File: config.mk
export PLATFORM = sky130hd
export DESIGN_NAME = stream_trim_flat
export DESIGN_NICKNAME = d
export VERILOG_FILES = /design/src/rtl/stream_trim_if.sv /design/src/rtl/stream_trim.sv /design/src/flat_wrapper.sv
export SDC_FILE = /design/constraint.sdc
export NUM_CORES = 1
export LEC_CHECK = 0
export BUFFER_PORTS_ARGS = -buffer_cell sky130_fd_sc_hd__buf_4
export CORE_MARGIN = 3
export CORE_UTILIZATION = 45
export CTS_BUF_LIST = sky130_fd_sc_hd__clkbuf_8
export DETAILED_ROUTE_END_ITERATION = 7
export PLACE_DENSITY = 0.71
export SLEW_MARGIN = 40
export SYNTH_ARGS = -nofsm -noshare
export SYNTH_HDL_FRONTEND = slang
export SYNTH_SLANG_ARGS = --single-unit
File: constraint.sdc
create_clock -name clk_i -period 3.67 [get_ports clk_i]
set_input_delay 0.367 -clock clk_i [delete_from_list [all_inputs] [get_ports clk_i]]
set_output_delay 0.367 -clock clk_i [all_outputs]
set_load 0.02 [all_outputs]
File: src/rtl/stream_trim_if.sv
// Handshake bundle for stream_trim: input beat stream and registered output beat stream.
// The slave modport is the trimmer's view, the master modport is the driver/sink's view.
interface stream_trim_if #(
  parameter int unsigned width_p = 8
) ();
  logic [width_p-1:0] data_i;
  logic               valid_i;
  logic               ready_o;
  logic               valid_o;
  logic [width_p-1:0] data_o;
  logic               last_o;
  logic               ready_i;

  modport slave (
    input  data_i, valid_i, ready_i,
    output ready_o, valid_o, data_o, last_o
  );

  modport master (
    output data_i, valid_i, ready_i,
    input  ready_o, valid_o, data_o, last_o
  );
endinterface

File: src/rtl/stream_trim.sv
// Strips the first trim_p beats of every frame_len_p-beat frame and re-times the rest through a
// 1-entry elastic output register. Define TRIM_ZERO_FILL_EN to emit trimmed beats as zeros instead.
module stream_trim #(
  parameter int unsigned width_p     = 8,
  parameter int unsigned trim_p      = 8,
  parameter int unsigned frame_len_p = 64
) (
  input  logic         clk_i,
  input  logic         reset_i,
  stream_trim_if.slave bus
);

  localparam int unsigned CntW = $clog2(frame_len_p + 1);
  localparam logic [CntW-1:0] LastCnt = CntW'(frame_len_p - 1);
  localparam logic [CntW-1:0] TrimEnd = CntW'((trim_p == 0) ? 0 : trim_p - 1);

  typedef enum logic [0:0] {StDrop, StPass} state_e;

  localparam state_e StReset = (trim_p > 0) ? StDrop : StPass;

  state_e state_q, state_d;

  logic [CntW-1:0]    cnt_q;
  logic               valid_q;
  logic [width_p-1:0] data_q;
  logic               last_q;

  logic               ready;
  logic               accept;
  logic               load;
  logic [width_p-1:0] load_data;
  logic               cnt_last;

  assign cnt_last = (cnt_q == LastCnt);
  assign accept   = bus.valid_i && ready;

  // State register
  always_ff @(posedge clk_i) begin
    if (reset_i) begin
      state_q <= StReset;
    end else begin
      state_q <= state_d;
    end
  end

  // Next-state logic
  always_comb begin
    state_d = state_q;
    unique case (state_q)
      StDrop: if (accept && (cnt_q == TrimEnd)) state_d = StPass;
      StPass: if (accept && cnt_last) state_d = StReset;
      default: state_d = StReset;
    endcase
  end

  // Output/handshake logic
  always_comb begin
    ready     = bus.ready_i || !valid_q;
    load      = 1'b0;
    load_data = bus.data_i;
`ifdef TRIM_ZERO_FILL_EN
    load = accept;
    if (state_q == StDrop) load_data = '0;
`else
    // Trimmed beats never touch the output register, so they are always accepted.
    if (state_q == StDrop) ready = 1'b1;
    load = accept && (state_q == StPass);
`endif
  end

  // Beat counter
  always_ff @(posedge clk_i) begin
    if (reset_i) begin
      cnt_q <= '0;
    end else if (accept) begin
      cnt_q <= cnt_last ? '0 : cnt_q + 1'b1;
    end
  end

  // Elastic output register: a load always wins, otherwise a consume empties it.
  always_ff @(posedge clk_i) begin
    if (reset_i) begin
      valid_q <= 1'b0;
      data_q  <= '0;
      last_q  <= 1'b0;
    end else if (load) begin
      valid_q <= 1'b1;
      data_q  <= load_data;
      last_q  <= cnt_last;
    end else if (bus.ready_i) begin
      valid_q <= 1'b0;
    end
  end

  assign bus.ready_o = ready;
  assign bus.valid_o = valid_q;
  assign bus.data_o  = data_q;
  assign bus.last_o  = last_q;

endmodule

File: src/flat_wrapper.sv
// flat-port wrapper written by rule: the top's interface ports become plain ports
module stream_trim_flat 
#(
  parameter int unsigned width_p     = 8,
  parameter int unsigned trim_p      = 8,
  parameter int unsigned frame_len_p = 64
)
  (clk_i, reset_i, bus_data_i, bus_valid_i, bus_ready_i, bus_ready_o, bus_valid_o, bus_data_o, bus_last_o);
  stream_trim_if #(.width_p(width_p)) bus_i ();
  input  logic clk_i;
  input  logic reset_i;
  input wire logic [$bits(bus_i.data_i)-1:0] bus_data_i;
  input wire logic [$bits(bus_i.valid_i)-1:0] bus_valid_i;
  input wire logic [$bits(bus_i.ready_i)-1:0] bus_ready_i;
  output wire logic [$bits(bus_i.ready_o)-1:0] bus_ready_o;
  output wire logic [$bits(bus_i.valid_o)-1:0] bus_valid_o;
  output wire logic [$bits(bus_i.data_o)-1:0] bus_data_o;
  output wire logic [$bits(bus_i.last_o)-1:0] bus_last_o;
  assign bus_i.data_i = bus_data_i;
  assign bus_i.valid_i = bus_valid_i;
  assign bus_i.ready_i = bus_ready_i;
  assign bus_ready_o = bus_i.ready_o;
  assign bus_valid_o = bus_i.valid_o;
  assign bus_data_o = bus_i.data_o;
  assign bus_last_o = bus_i.last_o;
  stream_trim #(.width_p(width_p), .trim_p(trim_p), .frame_len_p(frame_len_p)) u_core (.clk_i(clk_i), .reset_i(reset_i), .bus(bus_i));
endmodule
==> results of run 1 <==
==> where the power goes <==
part	internal (mW)	switching, mW
sequential	0.197	0.00206
combinational	0.0112	0.00909
clock	0.0953	0.0648
total	0.304	0.0760
==> cell families after synthesis <==
| group | Yosys count | share of synthesized area |
|---|---|---|
| AO/OA/AOI/OAI | 33 | 0.236 |
| AND/OR/NAND/NOR | 30 | 0.218 |
| flip-flops | 18 | 0.449 |
| buffers and inverters | 9 | 0.0515 |
| adder cells (fa/ha/maj) | 2 | 0.0312 |
| multiplexers | 1 | 0.0140 |
==> metrics by stage <==
| stage | instances | hold WS (ps) |
|---|---|---|
| after global routing | 139 | 364 |
| after global placement | 135 | 456 |
| final | 139 | 367 |
| after detailed placement | 135 | 466 |
| after CTS | 139 | 366 |
| after floorplan | 93 | 426 |
==> cell type report <==
class                           count  area share
Timing Repair Buffer               22       0.160
Inverter                            5      0.0182
Clock buffer                        4      0.0535
Sequential cell                    18       0.350
Tap cell                           24      0.0292
Multi-Input combinational cell     66       0.389
==> worst max-delay path: stages (launching register included) <==
cell	delay, ps
dfxtp_1	390
and3b_4	290
inv_2	70
buf_4	160
==> worst paths after layout <==
kind / startpoint / endpoint / slack [ps] / cells after the start
setup / recovery: u_core.state_q$_SDFF_PP0_ / bus_ready_o / 2150 / 3
hold / removal: bus_data_i[6] / u_core.bus.data_o[6]$_SDFFE_PP0P_ / 370 / 3
setup reg to reg: u_core.cnt_q[1]$_SDFFE_PP0P_ / u_core.cnt_q[4]$_SDFFE_PP0P_ / 2200 / 4
hold reg to reg: u_core.bus.data_o[6]$_SDFFE_PP0P_ / u_core.bus.data_o[6]$_SDFFE_PP0P_ / 470 / 2
==> sequential cells by signal, summed over array words and instances, names as in the netlist <==
| signal | cells |
|---|---|
| u_core.bus.data_o | 8 |
| u_core.bus.last_o | 1 |
| u_core.state_q | 1 |
| u_core.bus.valid_o | 1 |
| u_core.cnt_q | 7 |
==> routing by layer <==
layer	track usage	vias to the layer above	part of all wire	wire length, um
met2	0.255	18	0.44	812
li1	-	385	-	-
met4	0.0914	0	0.017	31
met5	0	-	0	0
met3	0.0812	4	0.064	120
met1	0.241	353	0.48	897
==> cells in the final DEF, fill, tap and decap left out, drive strengths merged, types with 2 or more instances in the layout <==
cell	synthesis	final
ha	2	2
dfxtp	18	18
clkbuf	3	4
nand3	9	9
nor2	2	2
o21ai	12	12
nand2	3	3
or3	3	3
and3b	2	2
and3	2	2
a21oi	14	14
buf	1	22
inv	5	5
nand4	3	3
==> qor.yml, run 1 <==
timing:
  hold_violations: 0
  min_period_ps: 1520
  fin_crit_sh: 0.415
  skew_ps: 0.509
  relSlewSlack: 0.745
  worst_pin_slew_ps: 382
  rsz0062_at_grt: "no"
  setup_viol: 0
  setup_ws_ps: 2150
  slew_viol_final: 0
  fmax_ghz: 0.657
  fin_setup_tns_ps: 0
die:
  die_area_um2: 2320
  die_w_um: 48.2
  core_um2: 1590
  initial_core_util: 0.503
  io_pins: 23
  die_y_um: 48.2
  floorplan.rows: 14
global_routing:
  gr-total-overflow: 0
  antenna_found_initial: 0
  grt_pass1_vias: 663
  grt_max_degree: 17
  grt_first_pass_wirelength_mm: 2.91
  grt_use_total: 0.184
cts:
  cts_resized: 0
  cts_max_level: 1
  path_clk_slew_ps: 70
  numCtsBuffers: 3
  post_cts_buffers: 0
  worstSkewPairLatency_ps: 250
  clockRootBuffer: "clkbuf_8"
  hold_buffers: 0
  clkSinkCount: 18
  clk_path_buf_depth: 2
  cts_tree: "built"
yosys:
  synth_top_area_cell: "dfxtp_1"
  synth_flop_cell: "dfxtp_1"
  synth_edf_count: 0
  ys_top_cells_by_count: "18 x dfxtp_1, 14 x a21oi_1, 12 x o21ai_0"
  syn_avg_cell_area_um2: 8.62
  synth.most_common_cell: "dfxtp_1"
  async_flop_share: 0
  seq_area_frac_synth: 0.449
  synthesis.nets: 107
  yosys_warnings: 0
  ys_ff_latch: 18
  synth_area_leaders: "dfxtp_1 45%, a21oi_1 8.7%, o21ai_0 7.5%"
  syn-instance-count: 93
  netlist_area_um2: 802
  synthDistinctLibCells: 30
  synth_top_area_share: 0.449
power:
  peakVddDrop_mv: 0.261
  p_leak_nw: 0.425
  power_density_nw_per_um2: 369
  fin_total_pwr_mw: 0.380
run_status:
  status: "finished, final reports clean"
drt:
  vias_per_cell: 5.47
  postRouteAntennaNets: 0
  drt_iter0_markers: 22
  vias: 760
  wirelength_mm: 1.86
  drc: 0
  wl_per_cell_um: 13.4
  firstDrtPassIters: 4
finish:
  syn_to_final_growth_pct: 28.4
  fin_nets: 130
  final_util: 0.646
  fillers: 140
  drive_above_1_share: 0.252
  seqCellArea_um2: 360
  multi_input_area_um2: 400
  fin_area_um2: 1030
  diodes: 0
placement:
  dpl_cell_area_um2: 975
  place_congestion: 0.851
  dpl_worst_slack_ps: 2140
  hpwl_mm: 1.33
  port_buffers: 22
critical_path:
  cp_max_fo: 11
  worstPathRequired_ps: 3300
  worst_setup_path_end_kind: "output pin"
  start_kind: "register"
  arrival_ps: 1160
  crit_type: "register to output pin"
hold_path:
  hold_path.class: "primary input to register"
job:
  maxCapViolations: 0
Note: power is estimated with default switching activity, not from simulation.
==> inputs of run 2 (changes only) <==
--- a/config.mk
+++ b/config.mk
@@ -10,7 +10,7 @@
 export CORE_UTILIZATION = 45
 export CTS_BUF_LIST = sky130_fd_sc_hd__clkbuf_8
 export DETAILED_ROUTE_END_ITERATION = 7
-export PLACE_DENSITY = 0.71
+export PLACE_DENSITY = 0.73
 export SLEW_MARGIN = 40
 export SYNTH_ARGS = -nofsm -noshare
 export SYNTH_HDL_FRONTEND = slang
==> constraint.sdc (replaced) <==
create_clock -name clk_i -period 1.36 [get_ports clk_i]
set_input_delay 0.136 -clock clk_i [delete_from_list [all_inputs] [get_ports clk_i]]
set_output_delay 0.136 -clock clk_i [all_outputs]
set_load 0.02 [all_outputs]
==> run 2 against run 1 <==
  * Sequential cell count unchanged
  * Power rose to 2.5 times the previous value
  * Utilization grew 2.8 points
  * Critical path depth increased by 1
  * Non-clock buffer count is 5 higher
  * Largest cell class unchanged
  * Highest routed layer unchanged
==> qor.yml, run 2 (synthesized netlist as in run 1, its figures left out) <==
critical_path:
  r2r_slack_ps: 70  # -2130 ps
  start_kind: "register"
  arrival_ps: 1480  # +320 ps
  critPathSlowestCell: "or4_4"
  crit_family: "simple AND/OR/NAND/NOR gates"
  crit_type: "register to register"
  r2r.worst_path.cells: 4  # unchanged
  worstPathRequired_ps: 1550  # -1750 ps
  worst_setup_path_end_kind: "register"
  path_buf_inv: 1  # -1
  cp_max_fo: 4  # -7
  crit_chain: "buf_4 -> nand4_1 -> or4_4 -> a21oi_2"
  max_stage_delay_ps: 540  # +150 ps
  crit_cells: 4  # +1
timing:
  setup_viol: 0  # unchanged
  fin_setup_tns_ps: 0  # unchanged
  min_period_ps: 1290
  relSlewSlack: 0.735  # -0.0100
  skew_ps: 2.18  # +1.67 ps
  hold_violations: 0  # unchanged
  rsz0062_at_grt: "no"
  slew_viol_final: 0  # unchanged
  whs_ps: 146  # -222 ps
  worst_pin_slew_ps: 397  # +15.1 ps
  fmax_ghz: 0.775
  fin_crit_sh: 0.949
drt:
  vias_per_cell: 5.67  # +3.7%
  postRouteAntennaNets: 0  # unchanged
  wl_per_cell_um: 13.7  # +2.6%
  drt_iter0_markers: 17  # -23%
  firstDrtPassIters: 5  # +1
  drc: 0  # unchanged
  wirelength_mm: 1.97  # +5.5%
  vias: 811  # +6.7%
power:
  p_leak_nw: 0.442  # +4.0%
  combPwrFrac: 0.066  # +0.012
  p_seq_frac: 0.555  # +0.030
  p_sw_frac: 0.207  # +0.00653
  switching_power_mw: 0.199  # +160%
  peakVddDrop_mv: 0.547  # +110%
  power_density_nw_per_um2: 896  # +140%
  power.internal_mw: 0.764  # +150%
  clockPowerShare: 0.379  # -0.043
  fin_total_pwr_mw: 0.963  # +150%
global_routing:
  gr-total-overflow: 0  # unchanged
  grt_first_pass_wirelength_mm: 2.90  # -0.24%
  grt_max_degree: 17  # unchanged
  antenna_found_initial: 0  # unchanged
  grt_use_total: 0.177  # -0.00719
  grt_pass1_vias: 650  # -2.0%
die:
  io_pins: 23  # unchanged
  die_y_um: 48.2  # unchanged
  floorplan.rows: 14  # unchanged
  initial_core_util: 0.503  # unchanged
  core_um2: 1590  # unchanged
  die_area_um2: 2320  # unchanged
  die_w_um: 48.2  # unchanged
finish:
  fin_nets: 135  # +3.8%
  layout.cells.most_common: "buf_4"
  diodes: 0  # unchanged
  fin_area_um2: 1070  # +4.4%
  syn_to_final_growth_pct: 34.0
  stdcell_count: 143  # +2.9%
  layout_common_cells: "27 x buf_4, 15 x dfxtp_1, 13 x a21oi_1"
  largest_reg_flops: 8  # unchanged
  drive_above_1_share: 0.336  # +0.0840
cts:
  clkSinkCount: 18  # unchanged
  hold_buffers: 0  # unchanged
  clk_path_buf_depth: 2  # unchanged
  numCtsBuffers: 3  # unchanged
  cts_max_level: 1  # unchanged
  clockRootBuffer: "clkbuf_8"
  cts_tree: "built"
  path_clk_slew_ps: 70  # about the same
  worstSkewPairLatency_ps: 250  # about the same
placement:
  dpl_cell_area_um2: 1010  # +3.2%
  place_congestion: 0.824  # -3.1%
  hpwl_mm: 1.38  # +3.3%
  port_buffers: 22  # unchanged
  dpl.cell_count: 139  # +3.0%
run_status:
  status: "finished, final reports clean"
hold_path:
  hold_depth: 3  # unchanged
  hold_path.class: "primary input to register"
job:
  maxCapViolations: 0  # unchanged
run 2: cell types whose count changed in the layout (fill, tap and decap cells not counted), sizes merged:
cell    delta
clkbuf     -1
buf        +5
run 2: final timing paths:
kind	from	endpoint
setup / recovery	u_core.cnt_q[0]$_SDFFE_PP0P_	u_core.cnt_q[5]$_SDFFE_PP0P_
hold / removal	bus_data_i[0]	u_core.bus.data_o[0]$_SDFFE_PP0P_
setup reg to reg	u_core.cnt_q[0]$_SDFFE_PP0P_	u_core.cnt_q[5]$_SDFFE_PP0P_
hold reg to reg	u_core.bus.data_o[3]$_SDFFE_PP0P_	u_core.bus.data_o[3]$_SDFFE_PP0P_
run 2: final cells by class:
class | instances | area (um2)
Timing Repair Buffer | 27 | 203
Fill cell | 139 | 519
Sequential cell | 18 | 364
Tap cell | 24 | 30.0
Multi-Input combinational cell | 66 | 418
Clock buffer | 3 | 41.3
Inverter | 5 | 18.8
run 2: power by group through the flow:
stage | clock (mW) | combinational (mW) | sequential, mW
floorplan | 0 | 0.0206 | 0.548
global placement | 0 | 0.0618 | 0.546
detailed placement | 0 | 0.0625 | 0.546
CTS | 0.371 | 0.0626 | 0.534
global route | 0.404 | 0.0682 | 0.535
finish | 0.365 | 0.0633 | 0.535
run 2: through the flow:
stage	worst slack [ps]	util
after global placement	63.0	0.631
after global routing	5.97	0.674
after CTS	25.8	0.657
final	69.9	0.674
after floorplan	10.8	-
after detailed placement	36.6	0.631
run 2: worst min-delay path, stage by stage:
cell	delay [ps]
buf_4	100
nand3_1	50
a21oi_1	50
run 2: routing by layer:
| layer | global-route usage | share of wire | up-vias |
|---|---|---|---|
| met5 | 0 | 0 | - |
| met3 | 0.0332 | 0.059 | 2 |
| met1 | 0.262 | 0.45 | 391 |
| li1 | - | - | 394 |
| met2 | 0.260 | 0.49 | 24 |
| met4 | 0.0484 | 0.0025 | 0 |
run 2: what timing repair did:
action | in CTS | in global routing
setup endpoints to repair | 0 | 2
hold endpoints to repair | 0 | 0
gates resized for setup | 0 | 6
buffers inserted | 0 | 1
